File: src/rtl/udp_tx_arb.sv
// udp_tx_arb: round-robin arbiter and sequencer that shares one UDP transmit engine between two packet sources
module udp_tx_arb #(
  parameter int GAP_CYCLES     = 16,
  parameter int TIMEOUT_CYCLES = 20000
) (
  input  logic        clk,
  input  logic        rst,
  input  logic        ch0_req,
  input  logic [15:0] ch0_byte_num,
  input  logic [47:0] ch0_des_mac,
  input  logic [31:0] ch0_des_ip,
  output logic        ch0_ack,
  output logic        ch0_data_req,
  input  logic [7:0]  ch0_data,
  output logic        ch0_done,
  output logic        ch0_err,
  input  logic        ch1_req,
  input  logic [15:0] ch1_byte_num,
  input  logic [47:0] ch1_des_mac,
  input  logic [31:0] ch1_des_ip,
  output logic        ch1_ack,
  output logic        ch1_data_req,
  input  logic [7:0]  ch1_data,
  output logic        ch1_done,
  output logic        ch1_err,
  output logic        tx_start_en,
  output logic [15:0] tx_byte_num,
  output logic [47:0] des_mac,
  output logic [31:0] des_ip,
  output logic [7:0]  tx_data,
  input  logic        tx_req,
  input  logic        tx_done,
  output logic        busy
);
  typedef enum logic [1:0] {IDLE, START, BUSY, GAP} state_t;
  localparam logic [7:0]  GAP_LD = 8'(GAP_CYCLES);
  localparam logic [15:0] WD_MAX = 16'(TIMEOUT_CYCLES);
  state_t state_q, state_d;
  logic gnt_q, gnt_d, last_q, last_d, win;
  logic [15:0] byte_num_q, byte_num_d, wd_q, wd_d;
  logic [47:0] des_mac_q, des_mac_d;
  logic [31:0] des_ip_q, des_ip_d;
  logic [7:0] gap_q, gap_d;
  logic [1:0] ack_q, ack_d, done_q, done_d, err_q, err_d, req;
  assign req = {ch1_req, ch0_req};
  // on a tie the channel not served last wins
  assign win = &req ? ~last_q : req[1];
  always_comb begin
    state_d    = state_q;
    gnt_d      = gnt_q;
    last_d     = last_q;
    byte_num_d = byte_num_q;
    des_mac_d  = des_mac_q;
    des_ip_d   = des_ip_q;
    wd_d       = wd_q;
    gap_d      = gap_q;
    ack_d      = '0;
    done_d     = '0;
    err_d      = '0;
    case (state_q)
      IDLE: if (|req) begin
        state_d    = START;
        gnt_d      = win;
        last_d     = win;
        byte_num_d = win ? ch1_byte_num : ch0_byte_num;
        des_mac_d  = win ? ch1_des_mac : ch0_des_mac;
        des_ip_d   = win ? ch1_des_ip : ch0_des_ip;
        ack_d[win] = 1'b1;
      end
      START: begin
        wd_d           = '0;
        state_d        = byte_num_q == '0 ? IDLE : BUSY;
        done_d[gnt_q]  = byte_num_q == '0;
        err_d[gnt_q]   = byte_num_q == '0;
      end
      BUSY: begin
        wd_d = wd_q + 16'd1;
        if (tx_done || wd_d == WD_MAX) begin
          state_d       = GAP;
          gap_d         = GAP_LD;
          done_d[gnt_q] = 1'b1;
          err_d[gnt_q]  = !tx_done;
        end
      end
      default: begin
        gap_d   = gap_q - 8'd1;
        state_d = gap_d == '0 ? IDLE : GAP;
      end
    endcase
  end
  always_ff @(posedge clk) begin
    if (rst) begin
      state_q    <= IDLE;
      gnt_q      <= 1'b0;
      last_q     <= 1'b1;
      byte_num_q <= '0;
      des_mac_q  <= '0;
      des_ip_q   <= '0;
      wd_q       <= '0;
      gap_q      <= '0;
      ack_q      <= '0;
      done_q     <= '0;
      err_q      <= '0;
    end else begin
      state_q    <= state_d;
      gnt_q      <= gnt_d;
      last_q     <= last_d;
      byte_num_q <= byte_num_d;
      des_mac_q  <= des_mac_d;
      des_ip_q   <= des_ip_d;
      wd_q       <= wd_d;
      gap_q      <= gap_d;
      ack_q      <= ack_d;
      done_q     <= done_d;
      err_q      <= err_d;
    end
  end
  assign busy         = state_q != IDLE;
  assign tx_start_en  = state_q == START && byte_num_q != '0;
  assign tx_byte_num  = byte_num_q;
  assign des_mac      = des_mac_q;
  assign des_ip       = des_ip_q;
  assign tx_data      = state_q == IDLE ? 8'd0 : gnt_q ? ch1_data : ch0_data;
  assign ch0_data_req = state_q == BUSY && tx_req && !gnt_q;
  assign ch1_data_req = state_q == BUSY && tx_req && gnt_q;
  assign ch0_ack      = ack_q[0];
  assign ch1_ack      = ack_q[1];
  assign ch0_done     = done_q[0];
  assign ch1_done     = done_q[1];
  assign ch0_err      = err_q[0];
  assign ch1_err      = err_q[1];
endmodule

File: config.mk
export PLATFORM = sky130hd
export DESIGN_NAME = udp_tx_arb
export DESIGN_NICKNAME = d
export VERILOG_FILES = /design/src/rtl/udp_tx_arb.sv
export SDC_FILE = /design/constraint.sdc
export NUM_CORES = 1
export LEC_CHECK = 0
export ABC_AREA = 0
export CORE_AREA = 2 2 128 130
export CTS_BUF_LIST = sky130_fd_sc_hd__clkbuf_8 sky130_fd_sc_hd__clkbuf_16
export CTS_CLUSTER_DIAMETER = 100
export DETAILED_ROUTE_END_ITERATION = 10
export DIE_AREA = 0 0 130 132
export PLACE_DENSITY = 0.81
export SKIP_CTS_REPAIR_TIMING = 1
export SLEW_MARGIN = 5
export SYNTH_ARGS = -nofsm -noshare
export SYNTH_HDL_FRONTEND = slang
export SYNTH_SLANG_ARGS = --single-unit
File: constraint.sdc
create_clock -name clk -period 5.25 [get_ports clk]
set_input_delay 1.575 -clock clk [delete_from_list [all_inputs] [get_ports clk]]
set_output_delay 1.575 -clock clk [all_outputs]
set_load 0.03 [all_outputs]
---- After elaboration in Yosys (flattened, before gate mapping) ----
Cells that the tools add are included.
Widths: inputs -> output; s select.
storage, ports and cells
  register bits ........................... 130
  bits of input ports ..................... 214
  output and inout bits ................... 114
cells by class
  reduce and logical (&&, ||, !) cells .... 22
  add/sub/neg operators ................... 2
  bitwise logic cells ..................... 6
  mux-type cells .......................... 22
  $lt $le $gt $ge ......................... 4
  equal/unequal tests ..................... 5
operators with widths
  cell                   count
  $mux 48                1
  $mux 32                1
  $pmux 16 s2            1
  $mux 8                 3
  $add 16x1->16 const B  1
  $eq 16x15->1 const B   1
  $logic_not 16->1       1
  $mux 16                1
  $pmux 8 s2             1
  $reduce_bool 16->1     1
  $mux 2                 6
  $logic_not 8->1        1
  $pmux 2 s2             2
  $reduce_and 2->1       4
  $sub 8x1->8 const B    1
  $logic_and 1x1->1      6
  $pmux 2 s3             1
  $and 2x2->2            2
  $lt 1x2->1 const B     2
  $ne 2x2->1 const B     2
  $not 1->1              4
  $reduce_bool 2->1      2
  $reduce_or 2->1        2
  $mux 1                 3
  8 further kinds        11

---- Logic depth before layout (Yosys ltp) ----
Gate-level depths: netlist of the first run.
  word-level depth ........................ 7
  gate-level depth with buffers ........... 9
  depth with buffers taken out ............ 8

---- Least setup slack after synthesis of the first run ----
No wires, ideal clock.
  kind .................................... input to output
  start point ............................. input ch1_data[0]
  end point ............................... output tx_data[0]
  stages .................................. 2
  required time ........................... 3.675 ns
  path slack .............................. 1.628 ns
  data arrival time ....................... 2.047 ns
  path buffers ............................ 0
  cells stage by stage .................... mux2i_1 -> nor2_1
between the ends
  word-level cells in the longest chain between the ends .. 2
ends and longest elaborated chain
  what                 RTL line  RTL
  start, declared      23        input logic [7:0] ch1_data,
  $mux 8 (2 in a row)  123       assign tx_data = state_q == IDLE ? 8'd0 : gnt_q ? ch1_data : ch0_data;
  end, declared        30        output logic [7:0] tx_data,
Every way passes these cells.

---- Worst setup path in the final report of the first run ----
  start point ............................. input ch1_data[3]
  end point ............................... output tx_data[3]
The elaborated chain is that of the path after synthesis.

==> reports/results.tsv, run 1 <==
stage	metric	value	unit
timing	slew_headroom	49.96	%
run_status	outcome	completed	
clock_tree	cts.sinks	130	
yosys	synth-seq-area-share	41.11	%
final_layout	finalInstanceArea	10320	um2
final_layout	layout_common_cells	clkdlybuf4s50_1 (326), nor2_1 (134), dfxtp_1 (130)	
placement	dp.final_hpwl	15.64	mm
floorplanning	row_count	46	
final_layout	regArea	2603	um2
yosys	synth_edf_count	0	
timing	drv_slew	0	
drt	drt-wirelength-per-cell	16.64	um
min_path	min_to	des_ip[25]	
drt	viasPerCell	5.147	
clock_tree	cts_buffers	17	
pwr	leakage	3.841	nW
placement	dp.cells	1218	
final_layout	n_antenna_cell	0	
timing	finalHoldViolations	0	
setup_path	rrSetupSlack	2.45	ns
clock_tree	cts-root-to-sink-buffers	2	
global_routing	grt_pass1_wl	32.26	mm
clock_tree	cts_htree_levels	4	
drt	drc	0	
yosys	syn_area	6330	um2
floorplanning	die_w	130	um
pwr	p_total	0.005421	W
drt	drtIter0Drc	426	
drt	wl_met2	10.75	mm
timing	fin_worst_skew	0.007035	ns
timing	worst_slew_pin_slew	0.7506	ns
final_layout	nFillCells	1266	
final_layout	area_growth	63.00	%
setup_path	rr_endpoint	gap_q[6]	
floorplanning	initial_utilization	40.29	%
setup_path	rr_startpoint	wd_q[4]	
yosys	ys_ff_latch	130	
floorplanning	die_h	132	um
drt	ant_nets	0	
setup_path	crit_path_frequent_cell	clkdlybuf4s50_1	
yosys	synth_top_family_by_area	compound AO/OA/AOI/OAI gates	
global_routing	grt_max_degree	132	
drt	met3WireLength	1.174	mm
pwr	peakVddDrop	330.3	uV
yosys	synthMuxAreaShare	16.60	%
drt	drt_first_pass_iters	5	
clock_tree	cts_tree	yes	
setup_path	crit_chain	clkdlybuf4s50_1 -> mux2i_1 -> nor2_1 -> clkdlybuf4s50_1	
drt	top_layer_used	met4	
yosys	synth_cell_types	45	
min_path	hold_start	des_ip[25]	
yosys	ys_warn_count	0	
global_routing	grt_pass1_vias	6180	
setup_path	critPathMaxStageDelay	0.72	ns
yosys	async_flop_share	0	%
setup_path	slowest_stage	clkdlybuf4s50_1	
timing	post-route-min-period	4.555	ns
placement	gp_congestion	0.8604	
placement	placed_cell_area	9728	um2
run	maxCapViolations	0	
placement	io_buffers	327	
floorplanning	die-area	17160	um2
yosys	synth_compound_area_share	18.40	%
yosys	synth_xor_xnor_area_share	0.9686	%
setup_path	worstRegToRegCells	6	
floorplanning	coreArea	15710	um2
yosys	synth_nets	951	
clock_tree	clkSlewWorstSetupHoldPaths	0.05	ns
global_routing	grt_antenna_before_repair	0	
final_layout	final_common_cell	clkdlybuf4s50_1	
final_layout	multi_input_area	3457	um2
global_routing	track_usage	24.14	%
timing	max_freq	219.5	MHz
global_routing	gr-total-overflow	0	
final_layout	drive_gt1_share	4.352	%
final_layout	layout.cells.non_filler	1250	
drt	via_count	6434	
setup_path	cp-start-kind	input port	
yosys	synth_cells	729	
timing	rsz0062_at_grt	no	
setup_path	end_kind	output pin	
yosys	yosys.area_share.simple	16.76	%
yosys	synth-adder-area-share	1.581	%
yosys	syn_avg_cell_area	8.683	um2
timing	tns	0	ns
setup_path	cp.required	3.68	ns
drt	postRouteWirelength	20.80	mm
timing	period_share	86.77	%
final_layout	fin_util	65.66	%
yosys	ys.flop_type	dfxtp_1	
timing	finalSetupViolCount	0	
final_layout	fin_nets	1243	
setup_path	crit_type	in -> out	
clock_tree	root_buffer	clkbuf_16	
floorplanning	io_pins	328	
clock_tree	clk_latency	0.41	ns
setup_path	arrival	2.98	ns
drt	wl_met1	8.374	mm
setup_path	path_max_fanout	1	
min_path	hold_path_class	reg -> reg	
min_path	holdPathStages	2	
pwr	cellPowerDensity	525.4	nW/um2
==> how the worst max path moves through the flow <==
| stage | slack [ns] | depth (start not counted) | endpoint | start |
|---|---|---|---|---|
| finish | 0.69 | 4 | tx_data[3] | ch1_data[3] |
| global route | 0.67 | 4 | tx_data[3] | ch1_data[3] |
| CTS | 0.68 | 4 | tx_data[3] | ch1_data[3] |
| detailed placement | 0.71 | 4 | tx_data[3] | ch1_data[3] |
| global placement | 0.77 | 4 | tx_data[6] | ch0_data[6] |
| floorplan | 1.63 | 2 | tx_data[0] | ch1_data[0] |
==> area by class of cell <==
cell class / count / share of cell area, %
clock buffers: 19 / 4.390
clock inverters: 13 / 1.322
inverters: 10 / 0.3638
multi-input cells: 528 / 33.51
flip-flops and latches: 130 / 25.22
well taps: 216 / 2.619
repair buffers: 334 / 32.57
==> routing by layer <==
metal | GRT usage, % | up-vias
met5 | 0 | -
met4 | 8.124 | 0
met3 | 7.062 | 24
met2 | 41.71 | 212
met1 | 28.35 | 2955
li1 | - | 3243
==> metrics by stage <==
stage	hold WS, ns	setup WS (ns)
after floorplan	0.4886	1.628
final	0.4956	0.6948
after CTS	0.4983	0.6769
after detailed placement	0.4903	0.7130
after global routing	0.5152	0.6677
after global placement	0.4843	0.7696
==> cell families (layout without fill, tap and decap cells) <==
kind of cell | after synthesis | after routing
buffers and inverters | 71 | 376
multiplexers | 105 | 105
adder cells (fa/ha/maj) | 8 | 8
AND/OR/NAND/NOR | 238 | 238
flip-flops | 130 | 130
AO/OA/AOI/OAI | 170 | 170
XOR/XNOR | 7 | 7
==> sequential cells by signal (all words and copies together) (netlist names) <==
signal and count:
wd_q 16, ack_q 2, tx_byte_num 16, state_q 2, des_ip 32, done_q 2
gap_q 8, err_q 2, des_mac 48, gnt_q 1, last_q 1
==> worst max-delay path, delay by kind of cell <==
family	cells	cell delay (ns)
muxes	1	0.07
buffers and inverters	2	1.18
and+or+nand+nor	1	0.15
==> synth_stat cells, types with 2 or more instances <==
| library cell | n | area, um2 |
|---|---|---|
| buf_1 | 10 | 37.54 |
| dfxtp_1 | 130 | 2603 |
| mux2i_1 | 105 | 1051 |
| xnor2_1 | 2 | 17.52 |
| and2_1 | 2 | 12.51 |
| or4_1 | 4 | 30.03 |
| o21ai_0 | 18 | 90.09 |
| o211ai_1 | 5 | 37.54 |
| a22oi_1 | 2 | 15.01 |
| a21oi_1 | 31 | 155.2 |
| a31oi_1 | 2 | 12.51 |
| inv_1 | 10 | 37.54 |
| ha_1 | 8 | 100.1 |
| buf_6 | 2 | 22.52 |
| nor2_1 | 135 | 506.7 |
| buf_2 | 3 | 15.01 |
| nor3b_1 | 3 | 22.52 |
| a41o_1 | 2 | 20.02 |
| and3_1 | 4 | 25.02 |
| clkbuf_1 | 45 | 168.9 |
| a211oi_1 | 97 | 728.2 |
| nor3_1 | 17 | 85.08 |
| nand3b_1 | 4 | 30.03 |
| nor2b_1 | 2 | 12.51 |
| xor2_1 | 5 | 43.79 |
| nand2b_1 | 3 | 18.77 |
| nand4_1 | 8 | 50.05 |
| nand3_1 | 9 | 45.04 |
| o22ai_1 | 2 | 12.51 |
| nor4_1 | 9 | 56.30 |
| o31ai_1 | 4 | 30.03 |
| nand2_1 | 33 | 123.9 |
==> where the power goes <==
part	internal (W)	switching [W]
sequential	0.00130	0.000203
combinational	0.00111	0.00164
clock	0.000722	0.000438
Note: power is estimated with default switching activity, not from simulation.
==> run 2: changes to the inputs <==
- CAP_MARGIN: not set -> 25
- SKIP_LAST_GASP: not set -> 1
==> results of run 2 <==
Same layout as run 1: the final DEF is identical, and so are final timing and power.
==> run 3: changes to the inputs <==
- CTS_BUF_LIST: sky130_fd_sc_hd__clkbuf_8 sky130_fd_sc_hd__clkbuf_16 -> sky130_fd_sc_hd__clkbuf_16
==> run 3 against run 2 <==
Effect of this change: via count fell by 0.34%; critical path depth stayed put; sequential power is essentially flat; sequential share of layout area about the same; critical path type unchanged.
==> reports/results.tsv, run 3 (synthesis gave the netlist of run 1 again) <==
stage	metric	value	unit	change
drt	via_count	6412		was 6434
floorplanning	die_h	132	um	unchanged
pwr	cellPowerDensity	523.7	nW/um2	was 525.4 nW/um2
placement	place_ws	0.7130	ns	unchanged
setup_path	arrival	2.98	ns	about the same
timing	fin_ws	0.6943	ns	was 0.6948 ns
final_layout	drive_gt1_share	4.159	%	was 4.352%
clock_tree	clkSlewWorstSetupHoldPaths	0.05	ns	about the same
timing	finalHoldViolations	0		unchanged
min_path	hold_path_class	reg -> reg		unchanged
drt	drtIter0Drc	394		was 426
min_path	hold_start	des_ip[25]		unchanged
run	maxCapViolations	0		unchanged
setup_path	crit_chain	clkdlybuf4s50_1 -> mux2i_1 -> nor2_1 -> clkdlybuf4s50_1		unchanged
final_layout	final_common_cell	clkdlybuf4s50_1		unchanged
global_routing	track_usage	24.06	%	was 24.14%
final_layout	fin_nets	1243		unchanged
setup_path	crit_type	in -> out		unchanged
final_layout	n_antenna_cell	0		unchanged
clock_tree	clk_latency	0.41	ns	about the same
timing	max_freq	219.5	MHz	about the same
timing	drv_slew	0		unchanged
final_layout	layout_common_cells	clkdlybuf4s50_1 (326), nor2_1 (134), dfxtp_1 (130)		unchanged
global_routing	gr-total-overflow	0		unchanged
setup_path	path_max_fanout	1		unchanged
floorplanning	die_w	130	um	unchanged
setup_path	worst-path-buf-inv	2		unchanged
pwr	peakVddDrop	332.9	uV	was 330.3 uV
placement	gp_congestion	0.8604		unchanged
setup_path	cp-start-kind	input port		unchanged
floorplanning	io_pins	328		unchanged
global_routing	grt_pass1_vias	6174		was 6180
clock_tree	root_buffer	clkbuf_16		unchanged
timing	timing.hold.ws	0.4956	ns	unchanged
setup_path	rr_startpoint	wd_q[4]		unchanged
pwr	leakage	3.830	nW	was 3.841 nW
clock_tree	cts_buffers	17		unchanged
final_layout	largest_register_ffs	48		unchanged
floorplanning	coreArea	15710	um2	unchanged
drt	drc	0		unchanged
timing	post-route-min-period	4.556	ns	was 4.555 ns
setup_path	startpoint	ch1_data[3]		unchanged
pwr	power_frac_clock	20.9	%	was 21.4%
timing	finalSetupViolCount	0		unchanged
setup_path	crit_path_frequent_cell	clkdlybuf4s50_1		unchanged
drt	viasPerCell	5.130		was 5.147
pwr	internal_power	0.003107	W	was 0.003137 W
drt	postRouteWirelength	20.77	mm	was 20.80 mm
setup_path	end_kind	output pin		unchanged
floorplanning	initial_utilization	40.29	%	unchanged
final_layout	area_growth	62.68	%	was 63.00%
timing	worst_slew_pin_slew	0.7479	ns	was 0.7506 ns
timing	fin_worst_skew	0.006943	ns	was 0.007035 ns
setup_path	critPathMaxStageDelay	0.72	ns	about the same
clock_tree	cts_htree_levels	4		unchanged
placement	dp.final_hpwl	15.64	mm	unchanged
clock_tree	cts-root-to-sink-buffers	2		unchanged
floorplanning	die-area	17160	um2	unchanged
timing	period_share	86.78	%	was 86.77%
timing	tns	0	ns	unchanged
floorplanning	row_count	46		unchanged
drt	ant_nets	0		unchanged
clock_tree	cts_tree	yes		unchanged
setup_path	slowest_stage	clkdlybuf4s50_1		unchanged
drt	drt_first_pass_iters	5		unchanged
drt	drt-wirelength-per-cell	16.61	um	was 16.64 um
global_routing	grt_pass1_wl	32.18	mm	was 32.26 mm
pwr	swShare	42.38	%	was 42.13%
timing	slew_headroom	50.14	%	was 49.96%
setup_path	cp.required	3.68	ns	about the same
pwr	power.share.combinational	51.1	%	was 50.8%
setup_path	cp_top_family	buffers and inverters		unchanged
global_routing	grt_antenna_before_repair	0		unchanged
run_status	outcome	completed		unchanged
global_routing	grt_max_degree	132		unchanged
pwr	p_switching	0.002286	W	was 0.002284 W
timing	rsz0062_at_grt	no		unchanged
clock_tree	cts.sinks	130		unchanged
placement	io_buffers	327		unchanged
pwr	seq_power_share	28.0	%	was 27.8%
## run 3: through the flow
step,area [um2],util (%),total power [W],instances
after floorplan,6330,-,0.003176,729
after global placement,9728,61.91,0.004233,1218
after detailed placement,9728,61.91,0.004277,1218
after CTS,10300,65.54,0.005431,1250
after global routing,10300,65.54,0.005702,1250
final,10300,65.54,0.005393,1250
## run 3: area by class of cell
cell class                 count  area, um2
tap                          216      270.3
clock inverter                15      143.9
multi-input combinational    528       3457
clock buffer                  17      425.4
inverter                      10      37.54
fill                        1270       5415
timing repair buffer         334       3361
sequential                   130       2603
## run 3: worst min-delay path, delay by kind of cell (launching register included)
| family | cells | cell delay [ns] |
|---|---|---|
| AO/OA/AOI/OAI | 1 | 0.05 |
| flip-flops | 1 | 0.30 |
| AND/OR/NAND/NOR | 1 | 0.09 |
## run 3: layer usage
metal / part of all wire [%] / GRT usage (%) / up-vias
li1: - / - / 3241
met1: 41 / 28.27 / 2948
met2: 51 / 41.51 / 197
met3: 5.4 / 7.062 / 26
met4: 2.5 / 8.124 / 0
met5: 0 / 0 / -
## run 3: power by group through the flow
stage	Combinational (W)	Clock [W]	Sequential, W
after floorplan	0.00113	0	0.00204
after global placement	0.00272	0	0.00151
after detailed placement	0.00275	0	0.00152
after CTS	0.00277	0.00115	0.00151
after global routing	0.00296	0.00120	0.00155
final	0.00276	0.00113	0.00151
## run 3: final timing paths
kind	to	slack, ns	cells past startpoint
worst max-delay path	tx_data[3]	0.69	4
worst min-delay path	des_ip[25]	0.50	2
worst max register to register	gap_q[6]	2.45	6
worst min register to register	des_ip[25]	0.50	2
